===== src/rtl/clk_wiz.sv =====
// Counter-based clock wizard: two 50%-duty divided clocks from clk_in1 plus a lock flag.
// Optional build macro CLK_WIZ_OUT_GATE_EN holds both dividers idle and low until locked.
module clk_wiz #(
    parameter int DIV1        = 2,
    parameter int DIV2        = 4,
    parameter int LOCK_CYCLES = 16
) (
    input  logic clk_in1,
    input  logic reset,
    output logic clk_out1,
    output logic clk_out2,
    output logic locked
);

    localparam int CNT1_W = (DIV1 / 2 > 1) ? $clog2(DIV1 / 2) : 1;
    localparam int CNT2_W = (DIV2 / 2 > 1) ? $clog2(DIV2 / 2) : 1;
    localparam logic [CNT1_W-1:0] TERM1    = CNT1_W'(DIV1 / 2 - 1);
    localparam logic [CNT2_W-1:0] TERM2    = CNT2_W'(DIV2 / 2 - 1);
    localparam logic [15:0]       LOCK_TGT = 16'(LOCK_CYCLES);

    generate
        if ((DIV1 < 2) || (DIV1 > 256) || (DIV1 % 2 != 0)) begin : g_bad_div1
            $error("clk_wiz: DIV1 must be an even integer in 2..256");
        end
        if ((DIV2 < 2) || (DIV2 > 256) || (DIV2 % 2 != 0)) begin : g_bad_div2
            $error("clk_wiz: DIV2 must be an even integer in 2..256");
        end
        if ((LOCK_CYCLES < 1) || (LOCK_CYCLES > 65535)) begin : g_bad_lock
            $error("clk_wiz: LOCK_CYCLES must be in 1..65535");
        end
    endgenerate

    logic [CNT1_W-1:0] div1_cnt_r;
    logic [CNT2_W-1:0] div2_cnt_r;
    logic [15:0]       lock_cnt_r;
    logic              run_s;

    // The gated build keys off the registered lock flag, so counting begins the edge after lock.
`ifdef CLK_WIZ_OUT_GATE_EN
    assign run_s = locked;
`else
    assign run_s = 1'b1;
`endif

    // Divider 1: count to DIV1/2-1, then wrap and toggle clk_out1.
    always_ff @(posedge clk_in1 or negedge reset) begin
        if (!reset) begin
            div1_cnt_r <= {CNT1_W{1'b0}};
            clk_out1   <= 1'b0;
        end else if (run_s) begin
            if (div1_cnt_r == TERM1) begin
                div1_cnt_r <= {CNT1_W{1'b0}};
                clk_out1   <= ~clk_out1;
            end else begin
                div1_cnt_r <= div1_cnt_r + CNT1_W'(1);
            end
        end else begin
            div1_cnt_r <= {CNT1_W{1'b0}};
            clk_out1   <= 1'b0;
        end
    end

    // Divider 2: same scheme as divider 1 with its own ratio.
    always_ff @(posedge clk_in1 or negedge reset) begin
        if (!reset) begin
            div2_cnt_r <= {CNT2_W{1'b0}};
            clk_out2   <= 1'b0;
        end else if (run_s) begin
            if (div2_cnt_r == TERM2) begin
                div2_cnt_r <= {CNT2_W{1'b0}};
                clk_out2   <= ~clk_out2;
            end else begin
                div2_cnt_r <= div2_cnt_r + CNT2_W'(1);
            end
        end else begin
            div2_cnt_r <= {CNT2_W{1'b0}};
            clk_out2   <= 1'b0;
        end
    end

    // Lock timer: saturating count of edges since reset release; locked is sticky until reset.
    always_ff @(posedge clk_in1 or negedge reset) begin
        if (!reset) begin
            lock_cnt_r <= 16'd0;
            locked     <= 1'b0;
        end else if (!locked) begin
            if (lock_cnt_r != 16'hFFFF) begin
                lock_cnt_r <= lock_cnt_r + 16'd1;
            end else begin
                lock_cnt_r <= lock_cnt_r;
            end
            if ((lock_cnt_r + 16'd1) == LOCK_TGT) begin
                locked <= 1'b1;
            end else begin
                locked <= 1'b0;
            end
        end else begin
            lock_cnt_r <= lock_cnt_r;
            locked     <= 1'b1;
        end
    end

endmodule


===== config.mk =====
export PLATFORM = sky130hd
export DESIGN_NAME = clk_wiz
export DESIGN_NICKNAME = d
export VERILOG_FILES = /design/src/rtl/clk_wiz.sv
export SDC_FILE = /design/constraint.sdc
export NUM_CORES = 1
export LEC_CHECK = 0
export BUFFER_PORTS_ARGS = -buffer_cell sky130_fd_sc_hd__buf_4
export CORE_ASPECT_RATIO = 1.5
export CORE_MARGIN = 5
export CORE_UTILIZATION = 50
export DETAILED_ROUTE_END_ITERATION = 16
export GPL_TIMING_DRIVEN = 0
export PLACE_DENSITY = 0.66
export SETUP_SLACK_MARGIN = 0.5
export SYNTH_ARGS = -nofsm -noshare
export SYNTH_HDL_FRONTEND = slang
export SYNTH_SLANG_ARGS = --single-unit
export TNS_END_PERCENT = 50

===== constraint.sdc =====
create_clock -name clk_in1 -period 2.25 [get_ports clk_in1]
set_clock_uncertainty 0.15 [all_clocks]
set_input_delay 0.1125 -clock clk_in1 [delete_from_list [all_inputs] [get_ports clk_in1]]
set_output_delay 0.1125 -clock clk_in1 [all_outputs]
set_load 0.05 [all_outputs]

==> out/results.txt <==
The run finished with clean final reports. The tools report the standard cell core area as 2050 um^2. Entering global routing, the biggest net connects 21 pins.

Counting every net in the synthesized netlist gives 108. After clock tree synthesis, the clock-pin slew on the worst setup and hold paths is 0.11 ns. The global-route wire length before repair was 3.82 mm; the post-synthesis to final-layout area growth was 29.9%. The count of unresolved DRC violations after routing is 0, and the internal portion of total power is 461 uW. The final critical path time including I/O delays and setup works out to 1.78 ns. The number of warning messages in the yosys log is 0, and the vertical die dimension is 67.2 um. In the final routed layout, each cell accounts on average for 16.3 um. The die covers 3240 um^2. Dividing the detail-routed via count by the number of cells gives 5.95. The initialized floorplan defines 20 standard-cell rows. In this run the power density over the cells is 414 nW/um^2.

The fraction of synthesized cell area taken by the top area cell type was 45.8%. The critical path goes through ha_4 -> nand4_1 -> nor3_2 -> or3_1 -> a211oi_2 -> a41o_1. The worst hold path belongs to the class in2async. In the final layout, the multi-input gates occupy 662 um^2. After the first detailed-routing iteration, the DRC count stood at 26. The run gives 20 as the number of sinks handled by clock tree synthesis. Static timing analysis puts the maximum clock frequency at 0.563 GHz.

The dominant cell by count in the synthesized netlist was sky130_fd_sc_hd__dfrtp_1. At the later pin of the worst-skew pair, clock insertion delay measures 0.32 ns. The share of total power dissipated in sequential elements is 61.2%.

Summing all flip-flop and latch instances after layout gives 509 um^2. The total count of max-transition violations in the final report was 0. The root buffer selected by CTS was sky130_fd_sc_hd__clkbuf_4.

The number of endpoints with negative hold slack in the final report came out at 0. Ranked by instance count, the synthesized netlist is headed by sky130_fd_sc_hd__dfrtp_1, sky130_fd_sc_hd__nand2_1, sky130_fd_sc_hd__xor2_1. The tightest hold margin is 0.0547 ns, and the highest fanout seen on the critical path is 4.

Number of levels the H-tree was split into: 1. STA classifies the critical path startpoint as a flip-flop. The logs give 0 for the antenna violation net count after detailed routing and 5 for the number of primary I/O pins. Setup repair after global routing could not meet its margin everywhere.

The routed layout has 905 vias. Buffers inserted during clock tree synthesis total 3. In this design, the stage delay of the slowest critical-path cell is 0.43 ns. The synthesized netlist contains 30 unique library cells. The first TritonRoute pass finished after 4 iterations. The count of buffers from port buffering works out to 4.

Critical path capture point type: a flip-flop. Of the cells placed in the final design, the portion with a size suffix greater than 1 is 40.8%. Sequential fraction of the synthesis area: 45.8%. At the worst endpoint, the arrival time is 1.89 ns. The number of synthesized flops with an enable pin was 0. The run gives 0 as the total congestion overflow.

Net switching is 21.5% of the power. The tools report the final antenna diode count as 0. The cell at the slowest stage of the critical path is sky130_fd_sc_hd__dfrtp_1. From left edge to right edge, the die measures 48.2 um.

After synthesis the netlist holds a flip-flop and latch count of 20. Across the VDD grid, the largest voltage drop is 301 uV. After technology mapping, the gate count stands at 105. For the total of max-cap violations, the log shows 0. The synthesized design spends more area on one cell type than any other, namely sky130_fd_sc_hd__dfrtp_1.

The final wirelength was 2.48 mm. The synthesized area per cell was 10.4 um^2; the count of nets after finishing was 134. The type of the worst setup path is reg2reg. Once detailed placement completed, the half-perimeter wirelength came to 1.44 mm. At the end of routability-driven placement, the weighted congestion stood at 0.849. Summed over all nets, the switching power comes to 126 uW. The post-synthesis async set-or-reset flop share was 100%. Sorting the synthesized cells by area gives the leading types as sky130_fd_sc_hd__dfrtp_1, sky130_fd_sc_hd__xor2_1, sky130_fd_sc_hd__xnor2_1, sky130_fd_sc_hd__nand2_1, sky130_fd_sc_hd__nand3_1. Once the floorplan was initialized, standard cells occupied 53.2% of the core. The summed instance area of the synthesized netlist is 1090 um^2, and the setup TNS is 0 ns. The clock passes through at most 2 buffers. The critical path data required time was 2.37 ns. TritonCTS built the clock tree. After filler insertion, the fill cell instance count of the layout stands at 151. In the synthesized netlist the dominant register cell turns out to be sky130_fd_sc_hd__dfrtp_1. Global routing used 16.5% of the available tracks.

Cells fill 69.1% of the core in the end. For the number of global-route vias before repair, the log shows 885. The headroom to the max-slew limit is 79.4%, and the final clock period utilization by the worst path is 79.0%. Combinational cells account for 1.6% of the total power. Setup violations remaining at the end of the flow were counted as 0. The tools report the number of antenna violations at the first check in global routing as 0. The clock network accounts for 37.2% of the total power. Summed over all cells, the static leakage comes to 0.710 nW. The slew at the pin closest to its max-slew limit was 0.309 ns.
## cell type report
class	count	share of cell area (%)
flip-flops and latches	20	35.9
plain buffers	2	1.15
repair buffers	21	11.3
inverters	2	0.529
well taps	22	1.94
multi-input cells	81	46.6
clock buffers	4	2.56
## through the flow
stage | cell area (um^2) | instances | setup slack, ns | power (mW)
2_1_floorplan | 1100 | 105 | 0.501 | 0.366
3_5_place_dp | 1150 | 131 | 0.234 | 0.375
6_report | 1420 | 152 | 0.473 | 0.587
4_1_cts | 1320 | 144 | 0.465 | 0.590
5_1_grt | 1420 | 152 | 0.316 | 0.613
3_3_place_gp | 1150 | 131 | 0.243 | 0.374
## registers in the layout (all words and copies together), names as in the netlist
name,count
div2_cnt_r,1
clk_out1,1
clk_out2,1
locked,1
lock_cnt_r,16
## worst max-delay path: cells and delay by family, from the launching register on
family	cells	cell delay [ns]
compound gates	2	0.40
flops	1	0.43
simple gates	3	0.56
fa+ha+maj	1	0.19
## kinds of logic after synthesis
kind of cell / synth area share [%]
AO/OA/AOI/OAI: 6.07
multiplexers: 1.37
adder cells (fa/ha/maj): 1.15
buffers and inverters: 1.83
flip-flops: 45.8
AND/OR/NAND/NOR: 26.1
XOR/XNOR: 17.6
## power by group through the flow
stage | Combinational [mW] | Sequential, mW | Clock (mW)
6_report | 0.00948 | 0.359 | 0.218
5_1_grt | 0.0112 | 0.359 | 0.242
4_1_cts | 0.00982 | 0.359 | 0.221
3_5_place_dp | 0.00845 | 0.366 | 0
3_3_place_gp | 0.00808 | 0.366 | 0
2_1_floorplan | 0.000000280 | 0.366 | 0
## cell usage in the layout, fill, tap and decap left out, drive strengths merged
cell type	count
buf	22
dfrtp	20
xor2	15
nand2	15
xnor2	7
nor3	6
nand3	5
nand4	5
nor2	5
and3	4
clkbuf	4
and4	3
inv	2
nand3b	2
and2	2
a211oi	2
nand2b	1
mux2	1
o22ai	1
a2111oi	1
or3	1
a21oi	1
a41o	1
a31o	1
a31oi	1
ha	1
dlygate4sd3	1
## layer usage
layer | GRT usage (%) | share of wire (%)
met1 | 19.5 | 38
met2 | 26.0 | 55
met3 | 2.93 | 4.4
met4 | 10.8 | 3.1
met5 | 0 | 0
## timing repair
action / 4_1_cts / 5_1_grt
endpoints found under the hold margin: 20 / 0
endpoints found under the setup margin: 15 / 9
hold buffers: 1 / 0
pin swaps: 10 / 6
buffers inserted: 8 / 8
gates resized for setup: 13 / 12
## final timing paths
check	endpoint	depth (start not counted)	slack (ns)	startpoint
max in group asynchronous	lock_cnt_r[12]	2	1.67	reset
min in group clk_in1	clk_out1	1	0.28	clk_out1
hold / removal	lock_cnt_r[3]	2	0.05	reset
setup / recovery	locked	6	0.47	lock_cnt_r[0]
hold reg to reg	clk_out1	1	0.28	clk_out1
setup reg to reg	locked	6	0.47	lock_cnt_r[0]
(Power assumes the default switching activity.)
